$ cat src/rtl/relu_backprop.sv
// ReLU backward gate: the forward pass records a strictly-positive mask per vector in a FIFO,
// and the backward pass pops masks in order and zeroes gradient elements into a registered output stage.
module relu_backprop #(
    parameter int DATA_WIDTH = 16,
    parameter int LENGTH     = 16,
    parameter int DEPTH      = 4
) (
    input  logic                         clk,
    input  logic                         reset,
    input  logic                         fwd_valid,
    input  logic [DATA_WIDTH*LENGTH-1:0] fwd_in,
    output logic                         fwd_ready,
    input  logic                         grad_valid,
    input  logic [DATA_WIDTH*LENGTH-1:0] grad_in,
    output logic                         grad_ready,
    output logic [DATA_WIDTH*LENGTH-1:0] grad_out,
    output logic                         out_valid,
    input  logic                         out_ready,
    output logic [$clog2(DEPTH+1)-1:0]   count,
    output logic                         overflow_err,
    output logic                         underflow_err
);
    localparam int PTR_W = $clog2(DEPTH);
    localparam int CNT_W = $clog2(DEPTH+1);
    localparam int VEC_W = DATA_WIDTH*LENGTH;

    logic [LENGTH-1:0] mask_mem_q [DEPTH];
    logic [PTR_W-1:0]  wr_ptr_q, wr_ptr_d;
    logic [PTR_W-1:0]  rd_ptr_q, rd_ptr_d;
    logic [CNT_W-1:0]  count_q, count_d;
    logic              out_valid_q, out_valid_d;
    logic [VEC_W-1:0]  grad_out_q, grad_out_d;
    logic              ovf_q, ovf_d;
    logic              unf_q, unf_d;

    logic [LENGTH-1:0] fwd_mask;
    logic [LENGTH-1:0] rd_mask;
    logic [VEC_W-1:0]  gated;
    logic              push;
    logic              pop;

    assign fwd_ready  = (count_q < CNT_W'(DEPTH));
    assign grad_ready = (count_q != '0) && (!out_valid_q || out_ready);
    assign push       = fwd_valid && fwd_ready;
    assign pop        = grad_valid && grad_ready;
    assign rd_mask    = mask_mem_q[rd_ptr_q];

    // Zero is not positive, so the derivative at 0 is taken as 0.
    always_comb begin
        fwd_mask = '0;
        for (int unsigned i = 0; i < LENGTH; i++) begin
            fwd_mask[i] = !fwd_in[i*DATA_WIDTH + DATA_WIDTH - 1] &&
                          (fwd_in[i*DATA_WIDTH +: DATA_WIDTH] != '0);
        end
    end

    always_comb begin
        gated = '0;
        for (int unsigned i = 0; i < LENGTH; i++) begin
            if (rd_mask[i]) begin
                gated[i*DATA_WIDTH +: DATA_WIDTH] = grad_in[i*DATA_WIDTH +: DATA_WIDTH];
            end
        end
    end

    always_comb begin
        wr_ptr_d    = wr_ptr_q;
        rd_ptr_d    = rd_ptr_q;
        count_d     = count_q;
        out_valid_d = out_valid_q;
        grad_out_d  = grad_out_q;
        ovf_d       = ovf_q | (fwd_valid && !fwd_ready);
        unf_d       = unf_q | (grad_valid && (count_q == '0));

        if (push) begin
            wr_ptr_d = wr_ptr_q + PTR_W'(1);
        end
        if (pop) begin
            rd_ptr_d = rd_ptr_q + PTR_W'(1);
        end

        unique case ({push, pop})
            2'b10:   count_d = count_q + CNT_W'(1);
            2'b01:   count_d = count_q - CNT_W'(1);
            default: count_d = count_q;
        endcase

        // A new pop refills the stage; otherwise a consumed output just drops valid.
        if (pop) begin
            out_valid_d = 1'b1;
            grad_out_d  = gated;
        end else if (out_ready) begin
            out_valid_d = 1'b0;
        end
    end

    always_ff @(posedge clk) begin
        if (reset) begin
            wr_ptr_q    <= '0;
            rd_ptr_q    <= '0;
            count_q     <= '0;
            out_valid_q <= 1'b0;
            grad_out_q  <= '0;
            ovf_q       <= 1'b0;
            unf_q       <= 1'b0;
        end else begin
            wr_ptr_q    <= wr_ptr_d;
            rd_ptr_q    <= rd_ptr_d;
            count_q     <= count_d;
            out_valid_q <= out_valid_d;
            grad_out_q  <= grad_out_d;
            ovf_q       <= ovf_d;
            unf_q       <= unf_d;
        end
    end

    always_ff @(posedge clk) begin
        if (!reset && push) begin
            mask_mem_q[wr_ptr_q] <= fwd_mask;
        end
    end

    assign grad_out      = grad_out_q;
    assign out_valid     = out_valid_q;
    assign count         = count_q;
    assign overflow_err  = ovf_q;
    assign underflow_err = unf_q;

endmodule

$ cat config.mk
export PLATFORM = sky130hd
export DESIGN_NAME = relu_backprop
export DESIGN_NICKNAME = d
export VERILOG_FILES = /design/src/rtl/relu_backprop.sv
export SDC_FILE = /design/constraint.sdc
export NUM_CORES = 1
export LEC_CHECK = 0
export ABC_AREA = 1
export CAP_MARGIN = 20
export CORE_AREA = 4 4 306 308
export CTS_CLUSTER_DIAMETER = 80
export DETAILED_ROUTE_END_ITERATION = 12
export DIE_AREA = 0 0 310 312
export GPL_TIMING_DRIVEN = 0
export MAX_ROUTING_LAYER = met4
export PLACE_DENSITY = 0.45
export RECOVER_POWER = 100
export SETUP_SLACK_MARGIN = 0.1
export SLEW_MARGIN = 10
export SYNTH_ARGS = -nofsm -noshare
export SYNTH_HDL_FRONTEND = slang
export SYNTH_SLANG_ARGS = --single-unit
$ cat constraint.sdc
create_clock -name clk -period 3.9 [get_ports clk]
set_input_delay 0.78 -clock clk [delete_from_list [all_inputs] [get_ports clk]]
set_output_delay 0.78 -clock clk [all_outputs]
set_load 0.02 [all_outputs]
Word level (Yosys, flattened, before mapping)
Memory sizes are Yosys's and may differ from the RTL's. A register that Yosys moved wholly into a read port is not among the register bits.
Cells that the tools add are included.

storage, ports and cells
  bits in read-only memories = 0
  output and inout bits = 264
  bits in writable memories = 64
  latch bits = 0
  flip-flop bits (word level) = 266
  word-level logic and storage cells = 102
  input bits = 517
  memories = 1

memories
  memory      words  bits a word  read ports  clocked after memory_dff  write ports  RTL line  text
  mask_mem_q  4      16           1           1                         1            27        logic [LENGTH-1:0] mask_mem_q [DEPTH];

operators by class
  divide/modulo/power cells = 0
  magnitude comparators = 1
  eq/ne operators = 2
  $add $sub $neg = 4
  bitwise logic cells = 2
  muxes and demuxes = 23
  $mul = 0
  reductions and logical operators = 62
  shift operators = 0

operators with widths
  operator                                                               count
  16-bit 2-to-1 mux                                                      16
  16-bit nonzero test                                                    16
  1-bit logical AND                                                      22
  1-bit logical NOT                                                      19
  3-bit case mux with 2 select lines                                     1
  2-bit by 1-bit adder with 2-bit output, second input constant          2
  1-bit 2-to-1 mux                                                       4
  2-bit 2-to-1 mux                                                       2
  2-bit nonzero test                                                     2
  3-bit by 1-bit adder with 3-bit output, second input constant          1
  3-bit logical NOT                                                      1
  3-bit less-than comparator, second input constant                      1
  3-bit nonzero test                                                     1
  3-bit by 1-bit subtractor with 3-bit output, second input constant     1
  2-bit by 1-bit equality test with 1-bit output, second input constant  1
  2-bit equality test, second input constant                             1
  1-bit OR                                                               2
  1-bit logical OR                                                       1

Longest topological paths before layout
Gate-level depths: netlist of run 1.

  word-level depth = 6
  mapped depth = 13
  depth with buffers taken out = 12

Worst setup path after synthesis of run 1
No wires, ideal clock.

  path kind = input-to-reg
  start = in out_ready
  end = reg count_q[2] (netlist: count[2])
  library setup time = 0.124 ns
  stages = 12
  arrival = 2.256 ns
  data required time = 3.776 ns
  path slack = 1.520 ns
  path buffers = 1
  path through = inv_1 -> nand2_1 -> nand3_4 -> inv_2 -> buf_2 -> ha_1 -> inv_1 -> fa_1 -> nand2_1 -> nand3_1 -> o21ai_0 -> a21oi_1

on the way
  cells in the longest elaborated chain, start to end = 5

RTL lines
  element                                                                                       RTL line  text
  start: declaration                                                                            18        input logic out_ready,
  1-bit logical OR *                                                                            43        assign grad_ready = (count_q != '0) && (!out_valid_q || out_ready);
  1-bit logical AND *                                                                           43
  1-bit logical AND *                                                                           45        assign pop = grad_valid && grad_ready;
  2-bit by 1-bit equality test with 1-bit output / 2-bit equality test (equally long branches)  82        unique case ({push, pop})
  3-bit case mux with 2 select lines / 2-bit nonzero test (equally long branches)               -
  end signal: assignment                                                                        109       count_q <= count_d;
  end: declaration                                                                              30        logic [CNT_W-1:0] count_q, count_d;

Every way passes the cells marked *; elsewhere a longest branch is shown, timed or not.
A chain may end at the register's enable or synchronous reset.

==> key figures, run 1 <==
Outcome
  • Status: finished, final reports clean

Synthesis
  • Mapped Cells: about 2600
  • Synth cell types: 24
  • Avg Inst Size Synth: about 6.6 sq um
  • Yosys reg bits: ~330
  • Syn nets: ~3100
  • Yosys warnings: 0
  • Syn Std Cell Area: 17100 sq um
  • Sequential share of the synthesized area: 0.4262

Routing
  • DRC: 0
  • DR iter-0 viols: between 600 and 700
  • Vias/cell: 3.763
  • Via count: about 18000
  • Final wirelength: about 80 mm
  • DR pass1 iterations: 4
  • Wl on met1: approximately 32 mm
  • Highest routed layer: met4
  • Routed Antenna Nets: 0
  • Metal3 WL: ~5.6 mm
  • Detailed-routed wire length on met2: 39.00 mm
  • Drt wl/cell: around 17 um

Job
  • Max cap viols: 0

Placed design
  • GP Congestion: between 0.8 and 0.9
  • Place WS: 0.5149 ns
  • Port Buffer Count: just under 800
  • Post-DP HPWL: approximately 62 mm
  • Dpl cell area: 26430 sq um

GRT
  • Initial antenna violation count: 15
  • Number of global-route vias before repair: 17050
  • Tot GR Track Use: 0.1596
  • Congestion Overflow GR: 0
  • Global-route wire length before repair: ~110 mm
  • Largest net degree at the start of global routing: 17

Worst hold path
  • Worst Hold Depth: 2
  • Hold Crit Start: underflow_err
  • Hold/Removal Path Class: register to register
  • Min-Delay Endpoint: underflow_err

Cells and area
  • Multi-input gate area: ~7000 sq um
  • Fill count: approximately 10000
  • Layout net count: about 4000
  • Cell area after layout: around 28000 sq um
  • Layout cells sized above 1: 0.06392
  • FF/Latch Area: 7287 sq um
  • Layout area overhead: 63.69%

Clock tree
  • Clk sinks: between 300 and 400
  • Clk Latency, worst-skew pair: ~0.6 ns
  • Clock transition at the registers of the reported paths: roughly 0.060 ns
  • H-Tree Depth: 2
  • Post-CTS Resized: 0
  • Post-CTS Setup Inserts: 0
  • TritonCTS clock tree: done
  • Hold_buf cts: 0
  • CTS max path bufs: 3
  • CTS buffer count: 49
  • Root cell of the clock tree: clkbuf_16

Power and ir drop
  • Internal power: roughly 11 mW
  • Cell Pwr Density: between 600 and 700 nW/um^2
  • Sequential share of power: 0.273
  • Switch share: 0.4144
  • Combinational share of power: 0.486
  • Switching pwr: 7.589 mW
  • Pleak: 14.31 nW
  • Power, Total: roughly 18 mW
  • Worst-case vdd ir drop: about 0.00027 V
  • Clk pwr share: 0.241

STA
  • Final hold viol count: 0
  • Final setup TNS: 0 ns
  • Relative slew slack: 0.2419
  • Final setup violation count: 0
  • RSZ-0062 raised after global routing: false
  • Slew @ Worst Pin: 1.137 ns
  • Setup WS post-layout: slightly above 0.7 ns
  • Final Max Tran Viols: 0
  • Final min period: roughly 3.2 ns
  • Layout Skew: 0.01850 ns
  • Fin crit share: 0.8178
  • F_max: roughly 310 MHz
  • Hold slack: ~0.45 ns

Floorplanning
  • Die H: between 300 and 400 um
  • Core Footprint: ~91000 sq um
  • Die width: 310 um
  • Die ar.: 96720 sq um
  • Initial Util: 0.1877
  • Core Rows: between 100 and 150
  • Top-Level Pins: 781

Setup path
  • Crit path DAT: 3.71 ns
  • Critical path cell sequence: dlygate4sd3_1, inv_1, clkbuf_1, clkbuf_1, clkbuf_1, nand2_1, nor2_2
  • R2R depth: 12
  • Reg2Reg Setup Slack: between 1 and 1.5 ns
  • CP required: about 4.4 ns
  • RR Startpoint: count[0]
  • Setup crit end kind: register
  • Most frequent cell on the critical path: clkbuf_1
  • Critical path's largest stage delay: about 0.84 ns
  • CP Class: input pin to register
  • Startpoint types: input pin
  • Crit Path Max Fanout: 10
  • R2R Path End: count[2]
  • Max stage delay cell, worst path: clkbuf_1
-- synth_stat cells (all sizes together) --
cell	number	area, sq um
nand2	843	3164
inv	549	2068
nor2	408	1567
nand3	292	1709
dfxtp	268	5365
buf	109	862.1
edfxtp	64	1922
nand4	34	212.7
clkbuf	18	75.07
a21oi	9	45.04
ha	5	62.56
o21ai	5	25.02
fa	1	20.02
-- how the worst max path moves through the flow --
| stage | from | end |
|---|---|---|
| after floorplan | out_ready | count[2] |
| after global placement | reset | mask_mem_q[3][15] |
| after detailed placement | out_ready | count[2] |
| after CTS | out_ready | grad_ready |
| after global routing | reset | grad_out[237] |
| final | reset | grad_out[237] |
-- power by group through the flow --
stage | registers [mW] | clock network [mW] | logic [mW]
detailed placement | 5.12 | 0 | 9.43
finish | 5.00 | 4.40 | 8.90
global route | 5.14 | 4.72 | 9.95
CTS | 5.07 | 4.61 | 9.48
floorplan | 6.20 | 0 | 4.24
global placement | 5.09 | 0 | 9.45
-- flip-flops by register name (all words and copies together) (netlist names), named ones only --
| register | cells |
|---|---|
| grad_out | 256 |
| mask_mem_q | 64 |
| overflow_err | 1 |
| underflow_err | 1 |
| out_valid | 1 |
| count | 3 |
| wr_ptr_q | 2 |
| rd_ptr_q | 2 |
-- cell usage in the layout, fill, tap and decap left out, drive strengths merged --
cell	instances
nand4	34
edfxtp	64
fa	1
dfxtp	268
o21ai	5
inv	552
diode	11
clkinvlp	1
nor2	408
ha	5
dlygate4sd3	284
nand2	843
buf	91
clkbuf	113
a21oi	9
nand3	292
bufinv	2
clkinv	5
clkdlybuf4s50	496
-- area by class of cell --
class	count	area share
inverters	549	0.07390
flip-flops and latches	332	0.2604
plain buffers	127	0.03210
clock buffers	76	0.05141
repair buffers	781	0.2795
multi-input cells	1597	0.2435
well taps	1186	0.05302
diodes	11	0.0009835
clock inverters	11	0.005186
-- per-layer routing --
layer  vias to the layer above  global-route usage
li1                       9360                   -
met1                      7619              0.1797
met2                       485              0.2768
met3                       107             0.04052
met4                         0             0.05023
met5                         -                   -
-- metrics by stage --
stage               utilization  cells
global route             0.3072   4669
global placement         0.2896   4571
CTS                      0.3075   4659
floorplan                     -   2605
finish                   0.3072   4670
detailed placement       0.2901   4572
-- cells by family after synthesis --
logic type | Yosys count | synth area share
AND/OR/NAND/NOR | 1577 | 0.3891
buffers and inverters | 676 | 0.1758
flip-flops | 332 | 0.4262
AO/OA/AOI/OAI | 14 | 0.004098
adder cells (fa/ha/maj) | 6 | 0.004830
-- worst max-delay path: cells and delay by family --
kind	cells	cell delay [ns]
buf+inv	5	2.68
simple gates	2	0.24
Note: power is estimated with default switching activity, not from simulation.
==> inputs of run 2 (changes only) <==
CORE_AREA = 4 4 299 301   (was 4 4 306 308)
DIE_AREA = 0 0 303 305   (was 0 0 310 312)
PLACE_DENSITY = 0.48   (was 0.45)
clock period = 2.7 ns   (was 3.9 ns; I/O delays follow)
==> run 2 against run 1 <==
Against the previous run: utilization is 1.5 points higher; sequential share of layout area is 0.071 points higher; via count increased by 0.34%; sequential cell count unchanged; clock skew up 0.011 ns; hold slack improved by 0.0058 ns; highest routed layer unchanged.
==> key figures, run 2 (synthesized netlist as in run 1, its figures left out) <==
Outcome
  • Status: finished, final reports clean

Setup path
  • Crit Path Max Fanout: 16
  • RR Startpoint: count[2]
  • Startpoint types: input pin
  • R2R Path End: count[2]
  • CP required: around 2.9 ns
  • CP Class: input pin to register
  • Reg2Reg Setup Slack: ~0.32 ns
  • R2R depth: 12
  • Crit path DAT: 2.61 ns
  • Setup crit end kind: register

Routing
  • Drt wl/cell: 16.27 um
  • DR iter-0 viols: 620
  • DR pass1 iterations: 5
  • Via count: between 15000 and 20000
  • Routed Antenna Nets: 0
  • Final wirelength: roughly 75 mm
  • Vias/cell: 3.804
  • DRC: 0

Worst hold path
  • Worst Hold Depth: 2
  • Min-Delay Endpoint: underflow_err
  • Hold Crit Start: underflow_err
  • Hold/Removal Path Class: register to register

STA
  • Hold slack: between 0.4 and 0.5 ns
  • Final min period: 2.430 ns
  • Final setup TNS: 0 ns
  • F_max: just over 400 MHz
  • Fin crit share: 0.9001
  • Final hold viol count: 0
  • Relative slew slack: 0.4720
  • Layout Skew: approximately 0.03 ns
  • Slew @ Worst Pin: just under 0.8 ns
  • Final setup violation count: 0
  • RSZ-0062 raised after global routing: false
  • Final Max Tran Viols: 0
  • Setup WS post-layout: between 0.2 and 0.3 ns

Cells and area
  • Max reg flops: between 200 and 300
  • Layout area overhead: 63.24%
  • Most frequent cells in the layout: nand2_1, inv_1, clkdlybuf4s50_1
  • Cell area after layout: ~28000 sq um
  • Fill count: 9400
  • Most common cell after layout, fill and taps aside: nand2_1
  • Core Util, Final: 0.3222
  • Non-filler instance count after layout: 4634
  • Layout cells sized above 1: 0.06659
  • Multi-input gate area: a little under 7000 sq um
  • Layout net count: around 4000
  • FF/Latch Area: 7287 sq um

GRT
  • Tot GR Track Use: 0.1605
  • Largest net degree at the start of global routing: 17
  • Global-route wire length before repair: 108.0 mm
  • Number of global-route vias before repair: about 17000
  • Congestion Overflow GR: 0
  • Initial antenna violation count: 14

Clock tree
  • TritonCTS clock tree: done
  • Clk Latency, worst-skew pair: ~0.58 ns
  • CTS max path bufs: 3
  • Clk sinks: 332
  • Root cell of the clock tree: clkbuf_16
  • Post-CTS Setup Inserts: 0
  • CTS buffer count: between 40 and 50
  • Clock transition at the registers of the reported paths: 0.05 ns
  • H-Tree Depth: 2

Floorplanning
  • Core Rows: between 100 and 150
  • Initial Util: 0.1974
  • Die ar.: around 90000 sq um
  • Core Footprint: 86620 sq um
  • Top-Level Pins: 781
  • Die H: 305 um
  • Die width: between 300 and 400 um

Power and ir drop
  • Sequential share of power: 0.276
  • Pleak: approximately 14 nW
  • Switching pwr: 10.82 mW
  • Cell Pwr Density: 937.7 nW/um^2
  • Power, Total: between 20 and 30 mW
  • Internal power: about 15 mW
  • Worst-case vdd ir drop: about 0.00043 V
  • Switch share: 0.4136
  • Clk pwr share: 0.233
  • Combinational share of power: 0.491

Placed design
  • Placed Cells: ~4500
  • Dpl cell area: 26380 sq um
  • Place WS: -0.3744 ns
  • GP Congestion: 0.8522
  • Port Buffer Count: around 800
  • Post-DP HPWL: between 60 and 70 mm

Job
  • Max cap viols: 0
## run 2: critical path, stage by stage
cell and delay (ns):
dlygate4sd3_1 0.64, inv_1 0.09, buf_2 0.26, nand3_1 0.36
nor2_4 0.69
## run 2: power groups by stage
stage	Sequential, mW	Clock, mW	Combinational, mW
3_5_place_dp	7.40	0	13.6
4_1_cts	7.31	6.35	13.7
6_report	7.23	6.11	12.8
3_3_place_gp	7.36	0	13.6
5_1_grt	7.41	6.53	14.4
2_1_floorplan	8.95	0	6.13
## run 2: how the worst max path moves through the flow
stage          startpoint                 to  cells past startpoint
3_5_place_dp    out_ready           count[2]                     13
5_1_grt             reset       grad_out[40]                      7
3_3_place_gp        reset  mask_mem_q[2][15]                      5
4_1_cts          count[2]         grad_ready                      5
2_1_floorplan    count[2]           count[2]                     12
6_report            reset   mask_mem_q[2][9]                      5
## run 2: routing by layer
layer  global-route usage  up-vias  share of wire
met5                    -        -              0
met4              0.04039        0          0.022
met3              0.04321       78          0.075
met2               0.2840      504           0.50
met1               0.1782     7706           0.40
li1                     -     9342              -
## run 2: final cells by class
cell class              instances  area share
diodes                         10   0.0008966
flip-flops and latches        332      0.2611
well taps                    1155     0.05178
repair buffers                780      0.2795
plain buffers                 127     0.03317
clock inverters                12    0.003990
multi-input cells            1597      0.2449
inverters                     549     0.07410
clock buffers                  72     0.05057
## run 2: timing repair
item | CTS | global route
hold buffers | 0 | 0
resized for setup | 0 | 2
endpoints found under the setup margin | 0 | 2
endpoints found under the hold margin | 0 | 0
==> inputs of run 3 (changes only) <==
CORE_AREA = 4 4 298 300   (was 4 4 299 301)
DIE_AREA = 0 0 302 304   (was 0 0 303 305)
DONT_BUFFER_PORTS = 1   (was not set)
PLACE_DENSITY = 0.36   (was 0.48)
==> run 3 against run 2 <==
Against the previous run: design area fell by 28%; fmax rose by 2.4%; non-clock buffer count fell by 779; clock skew fell by 0.017 ns; sequential cell count did not move.
==> key figures, run 3 (synthesized netlist as in run 1, its figures left out) <==
Setup path
  • CP Class: register to register
  • Setup crit end kind: register
  • Most frequent cell on the critical path: inv_1
  • Critical path's largest stage delay: between 0.4 and 0.5 ns
  • Crit Path Max Fanout: 10
  • Critical path cell sequence: inv_1, nand3_2, nand3_4, inv_2, clkbuf_4, ha_1, inv_1, fa_1, nand2_1, nand3_1, o21ai_0, a21oi_1
  • Crit path DAT: 2.82 ns
  • Max stage delay cell, worst path: dfxtp_2
  • Reg2Reg Setup Slack: 0.33 ns
  • Startpoint types: register
  • CP required: roughly 3.2 ns

Placed design
  • Port Buffer Count: 0
  • Post-DP HPWL: between 50 and 60 mm
  • Placed Cells: about 3800
  • GP Congestion: between 0.8 and 0.9

Clock tree
  • TritonCTS clock tree: done
  • Post-CTS Setup Inserts: 0
  • Clk Latency, worst-skew pair: ~0.57 ns
  • CTS buffer count: 47
  • CTS max path bufs: 3
  • Root cell of the clock tree: clkbuf_16
  • Clock transition at the registers of the reported paths: roughly 0.06 ns
  • H-Tree Depth: 2
  • Clk sinks: roughly 330

Cells and area
  • Layout area overhead: 16.85%
  • Layout net count: around 3200
  • Most common cell after layout, fill and taps aside: nand2_1
  • Max reg flops: approximately 260
  • Most frequent cells in the layout: nand2_1, inv_1, nor2_1
  • Core Util, Final: 0.2317
  • Non-filler instance count after layout: roughly 3900
  • Layout cells sized above 1: 0.08250

GRT
  • Congestion Overflow GR: 0
  • Global-route wire length before repair: 98.46 mm
  • Tot GR Track Use: 0.1500
  • Initial antenna violation count: 7
  • Number of global-route vias before repair: roughly 14000
  • Largest net degree at the start of global routing: 17

Floorplanning
  • Initial Util: 0.1983
  • Die width: 302 um
  • Top-Level Pins: roughly 800
  • Die H: approximately 300 um
  • Core Rows: between 100 and 150
  • Die ar.: between 90000 and 100000 sq um
  • Core Footprint: approximately 86000 sq um

Power and ir drop
  • Worst-case vdd ir drop: slightly above 0.0004 V
  • Power, Total: 23.33 mW
  • Cell Pwr Density: between 1000 and 1500 nW/um^2
  • Pleak: between 10 and 15 nW

STA
  • Final Max Tran Viols: 0
  • Final hold viol count: 0
  • Relative slew slack: 0.09395
  • F_max: 421.5 MHz
  • RSZ-0062 raised after global routing: false
  • Final min period: 2.373 ns
  • Final setup violation count: 0
  • Layout Skew: between 0.01 and 0.015 ns
  • Fin crit share: 0.8787
  • Slew @ Worst Pin: ~1.4 ns

Routing
  • Via count: around 15000
  • DR iter-0 viols: between 600 and 700
  • Final wirelength: roughly 70 mm
  • DRC: 0
  • Drt wl/cell: roughly 18 um
  • DR pass1 iterations: 5
  • Vias/cell: 3.872
  • Routed Antenna Nets: 0

Worst hold path
  • Hold/Removal Path Class: input pin to register

Outcome
  • Status: finished, final reports clean

Job
  • Max cap viols: 0
==> run 3: cell count changes in the layout (fill, tap and decap cells not counted), sizes merged <==
cell           change
dlygate4sd3      -280
inv                -7
clkbuf             +6
buf                -9
clkdlybuf4s50    -498
clkinv             +9
diode              -2
bufinv             +1
==> run 3: worst paths after layout <==
check / cells after the start / end / start
worst max register to register: 12 / count[2] / count[0]
worst max-delay path: 12 / count[2] / count[0]
worst min register to register: 2 / rd_ptr_q[1] / rd_ptr_q[1]
worst min-delay path: 1 / rd_ptr_q[1] / reset
==> run 3: area by class of cell <==
| type | instances | area, sq um |
|---|---|---|
| buffer | 127 | 813.3 |
| clock buffer | 70 | 1365 |
| multi-input combinational | 1597 | 6815 |
| inverter | 549 | 2071 |
| fill | 9964 | 66230 |
| tap | 1155 | 1445 |
| clock inverter | 15 | 146.4 |
| antenna | 8 | 20.02 |
| sequential | 332 | 7293 |
| timing repair buffer | 1 | 10.01 |
==> run 3: what timing repair did <==
item | CTS | global route
endpoints found under the setup margin | 1 | 1
resized for setup | 1 | 6
hold buffers | 1 | 0
hold endpoints to repair | 3 | 0
==> run 3: critical path, delay by kind of cell, from the launching register on <==
| family | cells | cell delay, ns |
|---|---|---|
| buf+inv | 4 | 0.58 |
| fa+ha+maj | 2 | 0.58 |
| simple gates | 4 | 0.47 |
| flops | 1 | 0.41 |
| compound gates | 2 | 0.20 |
==> run 3: routing by layer <==
metal | routed length [um] | vias to the layer above | GRT usage
met5 | 0 | - | -
met4 | 1672 | 0 | 0.03981
met3 | 5222 | 89 | 0.04288
met2 | 35050 | 457 | 0.2570
met1 | 28670 | 6590 | 0.1711
li1 | - | 7787 | -
==> run 3: through the flow <==
step	hold slack, ns	TNS (ns)	worst slack, ns	area, sq um
2_1_floorplan	0.4642	0	0.5523	17100
3_3_place_gp	0.5001	-39.61	-0.6727	18540
3_5_place_dp	0.4961	-0.05266	-0.05266	18570
4_1_cts	0.006652	0	0.1032	20100
5_1_grt	0.01438	0	0.07764	19970
6_report	0.05286	0	0.3275	19980
==> run 3: report_power, final <==
part / leakage (nW) / internal, mW / switching, mW / total [mW]
Clock: 0.741 / 3.68 / 2.48 / 6.16
Sequential: 2.79 / 6.53 / 3.00 / 9.54
Combinational: 7.05 / 2.65 / 4.97 / 7.63
Total: 10.6 / 12.9 / 10.5 / 23.3
